[config.mk]
export PLATFORM = sky130hd
export DESIGN_NAME = text_row_renderer
export DESIGN_NICKNAME = d
export VERILOG_FILES = /design/src/rtl/text_pkg.sv /design/src/rtl/ascii_rom.sv /design/src/rtl/text_blink_timer.sv /design/src/rtl/text_row_renderer.sv
export SDC_FILE = /design/constraint.sdc
export NUM_CORES = 1
export LEC_CHECK = 0
export ABC_CLOCK_PERIOD_IN_PS = 3500
export CAP_MARGIN = 20
export CORE_UTILIZATION = 55
export DETAILED_ROUTE_END_ITERATION = 8
export DONT_BUFFER_PORTS = 1
export PLACE_DENSITY_LB_ADDON = 0.2
export SLEW_MARGIN = 20
export SYNTH_ARGS = -nofsm -noshare
export SYNTH_HDL_FRONTEND = slang
export SYNTH_SLANG_ARGS = --single-unit
[constraint.sdc]
create_clock -name clk_i -period 3.5 [get_ports clk_i]
set_clock_uncertainty 0.2 [all_clocks]
set_input_delay 0.7 -clock clk_i [delete_from_list [all_inputs] [get_ports clk_i]]
set_output_delay 0.7 -clock clk_i [all_outputs]
set_load 0.01 [all_outputs]
[src/rtl/text_pkg.sv]
// Shared constants and helpers for the text row renderer.
//   - Glyph geometry (8x16), character ROM address width.
//   - Letter-code to ASCII mapping used to address the character ROM.
//   - Background colour class selected for non-glyph pixels.
package text_pkg;

  localparam int unsigned GlyphW   = 8;
  localparam int unsigned GlyphH   = 16;
  localparam int unsigned RomAddrW = 11;

  localparam logic [6:0] LetterOffset = 7'h40;
  localparam logic [6:0] AsciiSpace   = 7'h20;
  localparam logic [6:0] AsciiInvalid = 7'h3F;

  typedef enum logic [1:0] {
    ClsBg,
    ClsOk,
    ClsPend,
    ClsCursor
  } bg_class_e;

  // 0 -> space, 1..26 -> 'A'..'Z', anything else -> '?'.
  function automatic logic [6:0] code_to_ascii(input logic [4:0] code);
    if (code == 5'd0) begin
      return AsciiSpace;
    end else if (code <= 5'd26) begin
      return LetterOffset + {2'b00, code};
    end else begin
      return AsciiInvalid;
    end
  endfunction

endpackage

[src/rtl/ascii_rom.sv]
// Character generator ROM, 8x16 glyphs, one cycle read latency.
//   clk_i  : clock
//   addr_i : {ascii[6:0], row[3:0]}
//   data_o : glyph row byte, MSB is the leftmost pixel
// Glyphs not listed read as blank rows.
module ascii_rom (
  input  logic        clk_i,
  input  logic [10:0] addr_i,
  output logic [7:0]  data_o
);

  logic [7:0] data_d;
  logic [7:0] data_q;

  always_comb begin
    data_d = 8'h00;
    case (addr_i)
      // '?' (0x3F)
      11'h3F2: data_d = 8'h7C;
      11'h3F3: data_d = 8'hC6;
      11'h3F4: data_d = 8'hC6;
      11'h3F5: data_d = 8'h0C;
      11'h3F6: data_d = 8'h18;
      11'h3F7: data_d = 8'h18;
      11'h3F8: data_d = 8'h18;
      11'h3FA: data_d = 8'h18;
      11'h3FB: data_d = 8'h18;
      // 'A' (0x41)
      11'h412: data_d = 8'h10;
      11'h413: data_d = 8'h38;
      11'h414: data_d = 8'h6C;
      11'h415: data_d = 8'hC6;
      11'h416: data_d = 8'hC6;
      11'h417: data_d = 8'hFE;
      11'h418: data_d = 8'hC6;
      11'h419: data_d = 8'hC6;
      11'h41A: data_d = 8'hC6;
      11'h41B: data_d = 8'hC6;
      default: data_d = 8'h00;
    endcase
  end

  always_ff @(posedge clk_i) begin
    data_q <= data_d;
  end

  assign data_o = data_q;

endmodule

[src/rtl/text_blink_timer.sv]
// Cursor blink timer: counts frames and toggles blink_on every BLINK_FRAMES frames.
//   clk_i, rst_ni  : clock, async active-low reset
//   frame_start_i  : one-cycle pulse per frame
//   blink_on_o     : cursor visible phase (1 out of reset)
module text_blink_timer #(
  parameter int unsigned BLINK_FRAMES = 30
) (
  input  logic clk_i,
  input  logic rst_ni,
  input  logic frame_start_i,
  output logic blink_on_o
);

  localparam int unsigned CntW = (BLINK_FRAMES > 1) ? $clog2(BLINK_FRAMES) : 1;

  logic [CntW-1:0] cnt_q, cnt_d;
  logic            blink_q, blink_d;

  always_comb begin
    cnt_d   = cnt_q;
    blink_d = blink_q;
    if (frame_start_i) begin
      if (cnt_q == CntW'(BLINK_FRAMES - 1)) begin
        cnt_d   = '0;
        blink_d = ~blink_q;
      end else begin
        cnt_d = cnt_q + CntW'(1);
      end
    end
  end

  always_ff @(posedge clk_i or negedge rst_ni) begin
    if (!rst_ni) begin
      cnt_q   <= '0;
      blink_q <= 1'b1;
    end else begin
      cnt_q   <= cnt_d;
      blink_q <= blink_d;
    end
  end

  assign blink_on_o = blink_q;

endmodule

[src/rtl/text_row_renderer.sv]
// Renders a row of N_CHARS letter cells at (sx_i, sy_i) with progress colouring,
// a blinking cursor and double-buffered text. Fixed two-cycle pixel latency.
//   frame_start_i, load_i, text_i : frame pulse, text load strobe, packed 5-bit codes
//   correct_i, total_i, cursor_en_i : progress and cursor control
//   valid_i, vgax_i, vgay_i, sx_i, sy_i : pixel position and row origin
//   *_color_i : colour inputs
//   pixel_valid_o, pixel_o : valid_i delayed by 2, rendered colour (0 outside the row)
module text_row_renderer
  import text_pkg::*;
#(
  parameter int unsigned N_CHARS      = 25,
  parameter int unsigned BLINK_FRAMES = 30,
  parameter int unsigned COLOR_W      = 3
) (
  input  logic                 clk_i,
  input  logic                 rst_ni,
  input  logic                 frame_start_i,
  input  logic                 load_i,
  input  logic [N_CHARS*5-1:0] text_i,
  input  logic [6:0]           correct_i,
  input  logic [6:0]           total_i,
  input  logic                 cursor_en_i,
  input  logic                 valid_i,
  input  logic [9:0]           vgax_i,
  input  logic [9:0]           vgay_i,
  input  logic [9:0]           sx_i,
  input  logic [9:0]           sy_i,
  input  logic [COLOR_W-1:0]   font_color_i,
  input  logic [COLOR_W-1:0]   bg_color_i,
  input  logic [COLOR_W-1:0]   ok_color_i,
  input  logic [COLOR_W-1:0]   pend_color_i,
  output logic                 pixel_valid_o,
  output logic [COLOR_W-1:0]   pixel_o
);

  localparam int unsigned TextW = N_CHARS * 5;

  // Text double buffer
  logic [TextW-1:0] active_q, active_d, shadow_q, shadow_d;
  logic             pending_q, pending_d;

  always_comb begin
    active_d  = active_q;
    shadow_d  = shadow_q;
    pending_d = pending_q;
    if (load_i && frame_start_i) begin
      // Frame boundary coincides with the load: show the new text immediately.
      active_d  = text_i;
      pending_d = 1'b0;
    end else if (load_i) begin
      shadow_d  = text_i;
      pending_d = 1'b1;
    end else if (frame_start_i && pending_q) begin
      active_d  = shadow_q;
      pending_d = 1'b0;
    end
  end

  logic blink_on;

  text_blink_timer #(
    .BLINK_FRAMES(BLINK_FRAMES)
  ) u_blink (
    .clk_i        (clk_i),
    .rst_ni       (rst_ni),
    .frame_start_i(frame_start_i),
    .blink_on_o   (blink_on)
  );

  // Stage 0: geometry, 11-bit compares so the box never wraps past x/y = 1023.
  logic [10:0] x_ext, y_ext, sx_ext, sy_ext;
  logic        in_box;
  logic [9:0]  dx;
  logic [6:0]  col;
  logic [2:0]  bit_idx;
  logic [3:0]  glyph_row;

  assign x_ext  = {1'b0, vgax_i};
  assign y_ext  = {1'b0, vgay_i};
  assign sx_ext = {1'b0, sx_i};
  assign sy_ext = {1'b0, sy_i};

  assign in_box = (x_ext >= sx_ext) && (x_ext < sx_ext + 11'(GlyphW * N_CHARS)) &&
                  (y_ext >= sy_ext) && (y_ext < sy_ext + 11'(GlyphH));

  assign dx        = vgax_i - sx_i;
  assign col       = dx[9:3];
  assign bit_idx   = dx[2:0];
  assign glyph_row = 4'(vgay_i - sy_i);

  logic [4:0] cell_code;

  always_comb begin
    cell_code = '0;
    for (int unsigned i = 0; i < N_CHARS; i++) begin
      if (col == 7'(i)) begin
        cell_code = active_q[5*i +: 5];
      end
    end
  end

  logic [RomAddrW-1:0] rom_addr;
  logic [7:0]          rom_data;

  assign rom_addr = {code_to_ascii(cell_code), glyph_row};

  ascii_rom u_rom (
    .clk_i (clk_i),
    .addr_i(rom_addr),
    .data_o(rom_data)
  );

  bg_class_e          bg_class;
  logic [COLOR_W-1:0] bg_sel;

  always_comb begin
    if (cursor_en_i && (col == correct_i) && (correct_i < 7'(N_CHARS)) && blink_on) begin
      bg_class = ClsCursor;
    end else if (col < correct_i) begin
      bg_class = ClsOk;
    end else if (col < total_i) begin
      bg_class = ClsPend;
    end else begin
      bg_class = ClsBg;
    end
  end

  always_comb begin
    bg_sel = bg_color_i;
    unique case (bg_class)
      ClsCursor: bg_sel = ~bg_color_i;
      ClsOk:     bg_sel = ok_color_i;
      ClsPend:   bg_sel = pend_color_i;
      ClsBg:     bg_sel = bg_color_i;
      default:   bg_sel = bg_color_i;
    endcase
  end

  // Stage 1 (aligned with ROM data) and stage 2 (output) registers.
  logic               s1_box_q, s1_valid_q;
  logic [2:0]         s1_bit_q;
  logic [COLOR_W-1:0] s1_bg_q, s1_font_q;
  logic [COLOR_W-1:0] pixel_q, pixel_d;
  logic               pixel_valid_q;

  always_comb begin
    pixel_d = '0;
    if (s1_box_q) begin
      pixel_d = rom_data[3'd7 - s1_bit_q] ? s1_font_q : s1_bg_q;
    end
  end

  always_ff @(posedge clk_i or negedge rst_ni) begin
    if (!rst_ni) begin
      active_q      <= '0;
      shadow_q      <= '0;
      pending_q     <= 1'b0;
      s1_box_q      <= 1'b0;
      s1_valid_q    <= 1'b0;
      s1_bit_q      <= '0;
      s1_bg_q       <= '0;
      s1_font_q     <= '0;
      pixel_q       <= '0;
      pixel_valid_q <= 1'b0;
    end else begin
      active_q      <= active_d;
      shadow_q      <= shadow_d;
      pending_q     <= pending_d;
      s1_box_q      <= in_box && valid_i;
      s1_valid_q    <= valid_i;
      s1_bit_q      <= bit_idx;
      s1_bg_q       <= bg_sel;
      s1_font_q     <= font_color_i;
      pixel_q       <= pixel_d;
      pixel_valid_q <= s1_valid_q;
    end
  end

  assign pixel_o       = pixel_q;
  assign pixel_valid_o = pixel_valid_q;

endmodule

==> flow_summary.ini, run 1 <==
[outcome]
status = finished, violations left
violations = hold timing, setup timing

[worst_setup_path]
cp-end-kind = flip-flop
crit_path_top_delay_cell = or4_4
worstPathRequired_ps = 3790
slowest_delay_ps = 550
crit_arrival_ps = 4250
reg2reg_slack_ps = 570
path_class = primary input to flip-flop
worst-path-buf-inv = 3
path_delay_family = compound AO/OA/AOI/OAI gates
r2r_cells = 12
r2r_end = u_rom.data_o[5]
r2r-start = active_q[14]
path_cells = inv_12 > ha_4 > fa_2 > nor2b_4 > o31a_1 > buf_6 > xnor2_4 > buf_6 > mux2i_2 > mux2i_2 > a211oi_2 > or4_4 > a31o_4 > a211o_1 > a21o_4 > nor3_1 > o21ai_1 > a21oi_2
start_kind = primary input
path_max_fanout = 6

[routing]
wl_per_cell_um = 20.71
drtPass1Iterations = 6
antenna_left = 0
wl_um = 42200
first_iter_violations = 833
vias = 12300
avgViaCountPerCell = 6.037
drc_errors = 0

[clock_network]
cts-hold-fix-buffers = 5
clkLatencyLatePin_ps = 570
cts_max_path_buffers = 3
tritoncts = yes
clock_sinks = 278
htreeDepth = 1
root_buffer = clkbuf_16
numCtsBuffers = 30
clk_pin_slew_ps = 60

[power_and_ir_drop]
power.density_nw_per_um2 = 527.7
leakage_nw = 8.442
ir_worst_vdd_mv = 0.3705
total_power_mw = 9.738

[synthesis]
syn_inst = 1553
syn_area_um2 = 15490
synth_async_sr_flop_share = 0.9784
synth_fp_nets = 1802
synth_seq_area_share = 0.4472
synth_cell_type_count = 74
synth.avg_cell_area_um2 = 9.976
ys_warn_count = 0
synth_edf_count = 0
ys.flop_type = dfrtp_1
synth_seq_cells = 278

[finish]
area_growth_pct = 19.12
finalNonFillerCells = 2038
final_net_count = 1885
post_route_cells_drive_above_1_share = 0.2639
layout_commonest_cell = nand2_1
mostFrequentLayoutCells = nand2_1 (301), dfrtp_1 (270), buf_4 (131)
fin_area_um2 = 18450
diodes = 0

[grt]
antenna_found_initial = 0
grt_use_total = 0.2908
grt_max_degree = 273
grt_overflow = 0
grt_pass1_wl_um = 66350
grt_pass1_vias = 12400

[timing]
max_clock_freq_mhz = 252.2
finalWorstSetupSlack_ps = -464.4
period_share = 1.133
grt_setup_unrepaired = yes
slew_viol_final = 0
whs_ps = -359.7
fin_crit_ps = 3964
setup_viol = 9
slew-limit-headroom = 0.2069
finalHoldViolations = 271
tightest_slew_ps = 1190

[placement]
gp_congestion = 0.9731
dp.cells = 1948
port_buffers = 0
dp_hpwl_um = 28220
post-place-ws_ps = -1417
dpl-instance-area_um2 = 16680

[floorplanning]
die_h_um = 169.8
rows = 61
initial_core_util = 0.5576
placeableCoreArea_um2 = 27780
dieWidth_um = 169.8
boundaryPins = 201
fp.dieArea_um2 = 28840

[worst_hold_path]
hp-class = primary input to async pin

[flow_run]
maxCapViolCount = 0
## cell usage after synthesis (6+ instances only)
cell type	n	area share
a21oi_1	35	0.011
o31ai_1	7	0.0034
a21o_1	11	0.0053
nor4_1	8	0.0032
nand3b_1	126	0.061
nor3_1	17	0.0055
buf_2	11	0.0036
inv_1	47	0.011
o22ai_1	11	0.0044
and3_1	8	0.0032
dfxtp_1	6	0.0078
a22o_1	126	0.071
o211ai_1	9	0.0044
nand2b_1	12	0.0048
mux2i_1	24	0.016
a22oi_1	6	0.0029
o21ai_0	39	0.013
buf_1	11	0.0027
ha_1	50	0.040
mux2_2	129	0.094
nor2_1	35	0.0085
clkbuf_1	82	0.020
nor2b_1	16	0.0065
a31oi_1	6	0.0024
nand2_1	304	0.074
a221oi_1	6	0.0034
xnor2_1	15	0.0085
nand4_1	8	0.0032
nand3_1	15	0.0048
dfrtp_1	271	0.44
## through the flow
stage                       util  TNS (ps)
after floorplan                -     -6270
after global placement    0.6004     -9290
after detailed placement  0.6004    -10270
after CTS                 0.6520     -3073
after global routing      0.6643     -4263
final                     0.6643     -3105
## cells by family after synthesis
| kind of cell | Yosys count | synth area share |
|---|---|---|
| adder cells (fa/ha/maj) | 52 | 0.04297 |
| flip-flops | 278 | 0.4472 |
| buffers and inverters | 158 | 0.04062 |
| AND/OR/NAND/NOR | 570 | 0.1852 |
| multiplexers | 157 | 0.1151 |
| AO/OA/AOI/OAI | 320 | 0.1583 |
| XOR/XNOR | 18 | 0.01066 |
## power breakdown
| part | internal [mW] | total, mW | switching, mW |
|---|---|---|---|
| sequential | 3.69 | 4.02 | 0.331 |
| combinational | 1.26 | 2.42 | 1.16 |
| clock | 1.97 | 3.30 | 1.33 |
## routing by layer
layer,vias to the layer above,track usage,wire length (um),part of all wire
met5,-,0,0,0
met2,384,0.4679,19570,0.46
met4,0,0.07716,1153,0.027
met1,6095,0.3974,18270,0.43
li1,5743,-,-,-
met3,81,0.06419,3208,0.076
## flip-flops by register name (all words and copies together) (netlist names)
register	flops
u_blink.blink_on_o	1
s1_valid_q	1
active_q	125
s1_font_q	3
s1_bg_q	3
shadow_q	125
s1_bit_q	3
pixel_o	3
pending_q	1
pixel_valid_o	1
u_rom.data_o	6
s1_box_q	1
u_blink.cnt_q	5
## how the worst max path moves through the flow
stage | from | to | cells past startpoint
2_1_floorplan | vgax_i[0] | u_rom.data_o[1] | 19
5_1_grt | vgax_i[0] | u_rom.data_o[1] | 18
6_report | vgax_i[0] | u_rom.data_o[5] | 18
3_3_place_gp | sx_i[3] | u_rom.data_o[5] | 16
3_5_place_dp | vgax_i[0] | u_rom.data_o[5] | 17
4_1_cts | vgax_i[0] | u_rom.data_o[1] | 20
## layout make-up
type / count / area, um2
clock buffer: 41 / 872.1
clock inverter: 15 / 173.9
fill: 2188 / 9328
inverter: 51 / 217.7
multi-input combinational: 1117 / 8464
sequential: 278 / 6932
tap: 378 / 473.0
timing repair buffer: 157 / 1314
timing repair inverter: 1 / 7.507
## repair_timing
action	in CTS	in global routing
pin swaps	22	24
setup endpoints to repair	9	9
resized for setup	44	61
cloned	1	0
buffers inserted	19	9
endpoints found under the hold margin	277	272
(Power assumes the default switching activity.)
==> inputs of run 2 (changes only) <==
CORE_UTILIZATION = 50   (was 55)
==> flow_summary.ini, run 2 (synthesis results as in run 1) <==
[grt]
grt_pass1_vias = 11940
grt_max_degree = 273
grt_pass1_wl_um = 66250
grt_use_total = 0.2672
antenna_found_initial = 0
grt_overflow = 0

[clock_network]
cts-hold-fix-buffers = 4
clock_sinks = 278
tritoncts = yes
root_buffer = clkbuf_16
clk_pin_slew_ps = 60
htreeDepth = 1
cts_max_path_buffers = 3
numCtsBuffers = 30
clkLatencyLatePin_ps = 570

[worst_setup_path]
crit_arrival_ps = 4280
worstPathRequired_ps = 3790
path_class = primary input to flip-flop
path_max_fanout = 7
start_kind = primary input
cp-end-kind = flip-flop

[floorplanning]
die_h_um = 178.0
rows = 64
boundaryPins = 201
initial_core_util = 0.5078
fp.dieArea_um2 = 31690
placeableCoreArea_um2 = 30510
dieWidth_um = 178.0

[routing]
avgViaCountPerCell = 5.944
antenna_left = 0
first_iter_violations = 903
wl_um = 42460
wl_per_cell_um = 20.63
drc_errors = 0
drtPass1Iterations = 5
vias = 12230

[worst_hold_path]
hp-class = primary input to async pin

[finish]
post_route_cells_drive_above_1_share = 0.2569
final_net_count = 1887
mostFrequentLayoutCells = nand2_1 (302), dfrtp_1 (270), buf_4 (136)
layout_commonest_cell = nand2_1
area_growth_pct = 19.00
diodes = 0
fin_area_um2 = 18440

[power_and_ir_drop]
ir_worst_vdd_mv = 0.4694
leakage_nw = 8.469
power.density_nw_per_um2 = 525.9

[timing]
tightest_slew_ps = 1089
slew_viol_final = 0
period_share = 1.139
setup_viol = 9
finalHoldViolations = 271
max_clock_freq_mhz = 250.8
finalWorstSetupSlack_ps = -486.7
fin_crit_ps = 3987
grt_setup_unrepaired = yes
fin_setup_tns_ps = -3689
whs_ps = -363.4
slew-limit-headroom = 0.2741

[placement]
dp_hpwl_um = 28680
gp_congestion = 0.8751
dpl-instance-area_um2 = 16740
port_buffers = 0

[outcome]
violations = hold timing, setup timing
status = finished, violations left

[flow_run]
maxCapViolCount = 0
[run 2: cell count changes in the layout (fill, tap and decap cells not counted), sizes merged, moves of 2 or more]
cell / previous run / this run
clkbuf: 41 / 46
buf: 152 / 155
clkinvlp: 4 / 0
clkinv: 10 / 8
[run 2: path summary, 6_finish.rpt]
kind                                     from              end  slack (ps)  depth (start not counted)
worst min register to register     s1_valid_q    pixel_valid_o         150                          0
worst max register to register    active_q[4]  u_rom.data_o[5]         560                          9
worst min-delay path                   rst_ni     active_q[38]        -360                          0
max in group asynchronous              rst_ni     active_q[49]        2570                          0
worst max-delay path                vgax_i[0]  u_rom.data_o[1]        -490                         17
min in group clk_i              bg_color_i[2]       s1_bg_q[2]          20                          1
[run 2: stage by stage]
stage,power [mW],setup slack [ps],instances,util,hold slack [ps]
floorplan,5.431,-937.5,1553,-,131.2
global placement,6.149,-1474,1971,0.5487,139.9
detailed placement,6.206,-1543,1971,0.5487,134.7
CTS,9.677,-512.4,2053,0.5967,-385.3
global route,10.15,-613.4,2058,0.6042,-377.9
finish,9.696,-486.7,2058,0.6042,-363.4
[run 2: what timing repair did]
action                                  CTS  global route
cloned                                    1             0
hold endpoints to repair                276           272
buffers inserted                         22             6
endpoints found under the setup margin    9             9
pin swaps                                26            33
resized for setup                        49            42
[run 2: metal layers]
| layer | global-route usage | wire length, um | vias up |
|---|---|---|---|
| li1 | - | - | 5765 |
| met1 | 0.3807 | 19160 | 6086 |
| met2 | 0.4274 | 19570 | 329 |
| met3 | 0.04859 | 3047 | 53 |
| met4 | 0.04950 | 683 | 0 |
| met5 | 0 | 0 | - |
[run 2: layout make-up]
type                       instances  area [um2]
fill                            2591       12070
multi-input combinational       1117        8397
sequential                       278        6932
timing repair buffer             160        1381
clock buffer                      46       910.9
tap                              396       495.5
inverter                          51       203.9
clock inverter                    10       115.1
[run 2: worst max-delay path, cell delays in order]
cell      delay (ps)
inv_12            10
ha_4             150
fa_2             360
nor2b_4          140
o31a_1           190
a221oi_2          90
or4b_1           550
buf_6            160
or3_4            380
o21a_1           240
buf_4            150
a21o_1           160
a211o_1          300
a21o_4           260
o31ai_2          190
a21oi_1          100
o21ai_1          130
[run 2: report_power, final]
group	leakage, nW	total [mW]	internal, mW	switching (mW)
Sequential	3.33	4.01	3.69	0.323
Clock	0.511	3.25	1.93	1.32
Combinational	4.63	2.43	1.27	1.16
Total	8.47	9.70	6.90	2.80
==> inputs of run 3 (changes only) <==
ABC_CLOCK_PERIOD_IN_PS = 3400   (was 3500)
clock period = 3.4 ns   (was 3.5 ns; I/O delays follow)
==> flow_summary.ini, run 3 (synthesis results as in run 1) <==
[floorplanning]
rows = 64
boundaryPins = 201
placeableCoreArea_um2 = 30510
fp.dieArea_um2 = 31690
dieWidth_um = 178.0
die_h_um = 178.0
initial_core_util = 0.5078

[grt]
grt_pass1_vias = 12200
met3_usage = 0.06032
grt_pass1_wl_um = 66990
antenna_found_initial = 0
grt_max_degree = 273
gr-usage-met2 = 0.4253
gr-max-usage-layer = met2
grt_use_total = 0.2695
use_met1 = 0.3777
grt_overflow = 0

[worst_setup_path]
cp.depth = 20
worst-path-buf-inv = 5
start_kind = primary input
critPathLaunch = vgax_i[0]
r2r-start = active_q[39]
reg2reg_slack_ps = 440
worstPathRequired_ps = 3700
cp-end-kind = flip-flop
crit_end = u_rom.data_o[1]
r2r_cells = 9
path_max_fanout = 7
crit_path_top_delay_cell = or4b_4
crit_top_cell = buf_4
path_cells = inv_12 > ha_4 > fa_2 > nor2b_4 > o31a_1 > buf_4 > a221oi_4 > or4b_4 > nor2_2 > buf_4 > nand4_1 > a32oi_2 > buf_4 > buf_4 > nor4_1 > a211o_1 > a21o_4 > o31ai_2 > a21oi_1 > o21ai_1
path_class = primary input to flip-flop
r2r_end = u_rom.data_o[5]
slowest_delay_ps = 580
path_delay_family = compound AO/OA/AOI/OAI gates
crit_arrival_ps = 4370

[timing]
tightest_slew_ps = 840.0
fin_crit_ps = 4071
finalWorstSetupSlack_ps = -670.6
max_clock_freq_mhz = 245.7
period_share = 1.197
finalHoldViolations = 271
fin_setup_tns_ps = -4744
whs_ps = -378.4
slew-limit-headroom = 0.4400
slew_viol_final = 0
setup_viol = 9
grt_setup_unrepaired = yes

[clock_network]
cts_max_path_buffers = 3
htreeDepth = 1
clk_pin_slew_ps = 70
tritoncts = yes
cts-hold-fix-buffers = 7
clock_sinks = 278
numCtsBuffers = 31
root_buffer = clkbuf_16
clkLatencyLatePin_ps = 580

[outcome]
violations = hold timing, setup timing
status = finished, violations left

[placement]
dp.cells = 1971
dp_hpwl_um = 28700
gp_congestion = 0.8695
dpl-instance-area_um2 = 16730
port_buffers = 0

[finish]
post_route_cells_drive_above_1_share = 0.2564
multiInputGateArea_um2 = 8358
layout_commonest_cell = nand2_1
area_growth_pct = 19.37
fin_area_um2 = 18490
diodes = 0
mostFrequentLayoutCells = nand2_1 (302), dfrtp_1 (270), buf_4 (148)
final_net_count = 1898
fill_cells = 2536
seq_area_um2 = 6932
finalNonFillerCells = 2069

[routing]
vias = 12250
avgViaCountPerCell = 5.918
drtPass1Iterations = 7
wl_per_cell_um = 20.71
antenna_left = 0
first_iter_violations = 917
wl_um = 42850
drc_errors = 0

[power_and_ir_drop]
power.density_nw_per_um2 = 545.1
ir_worst_vdd_mv = 0.4516
leakage_nw = 8.512

[worst_hold_path]
hp-class = primary input to async pin

[flow_run]
maxCapViolCount = 0
## run 3: worst min path at each step
stage,from,endpoint,slack (ps),cells past startpoint
finish,rst_ni,active_q[11],-380,0
global route,rst_ni,active_q[25],-400,0
CTS,rst_ni,active_q[46],-410,0
detailed placement,s1_valid_q,pixel_valid_o,140,0
global placement,s1_valid_q,pixel_valid_o,140,0
floorplan,s1_valid_q,pixel_valid_o,130,0
## run 3: layout make-up
cell class	count	area share
flip-flops and latches	278	0.3748
inverters	51	0.01103
clock inverters	5	0.003045
repair buffers	170	0.07963
clock buffers	52	0.05271
well taps	396	0.02679
multi-input cells	1117	0.4520
## run 3: report_power, final
group	switching (mW)	internal (mW)	leakage, nW
Clock	1.37	2.01	0.506
Sequential	0.324	3.80	3.33
Combinational	1.22	1.36	4.67
Total	2.91	7.17	8.51
## run 3: repair_timing
action / 4_1_cts / 5_1_grt
pin swaps: 17 / 20
setup buffers: 19 / 14
setup endpoints to repair: 9 / 9
hold endpoints to repair: 279 / 272
gates cloned: 3 / 0
gates resized for setup: 66 / 22
## run 3: through the flow
| step | total power [mW] | utilization | worst slack (ps) |
|---|---|---|---|
| final | 10.08 | 0.6061 | -670.6 |
| after global routing | 10.52 | 0.6061 | -771.1 |
| after CTS | 10.04 | 0.6002 | -499.6 |
| after detailed placement | 6.385 | 0.5483 | -1529 |
| after global placement | 6.322 | 0.5483 | -1460 |
| after floorplan | 5.591 | - | -1018 |
## run 3: layer usage
| layer | vias up | share of wire |
|---|---|---|
| met2 | 373 | 0.46 |
| met1 | 6018 | 0.45 |
| met4 | 0 | 0.020 |
| li1 | 5798 | - |
| met5 | - | 0 |
| met3 | 56 | 0.075 |
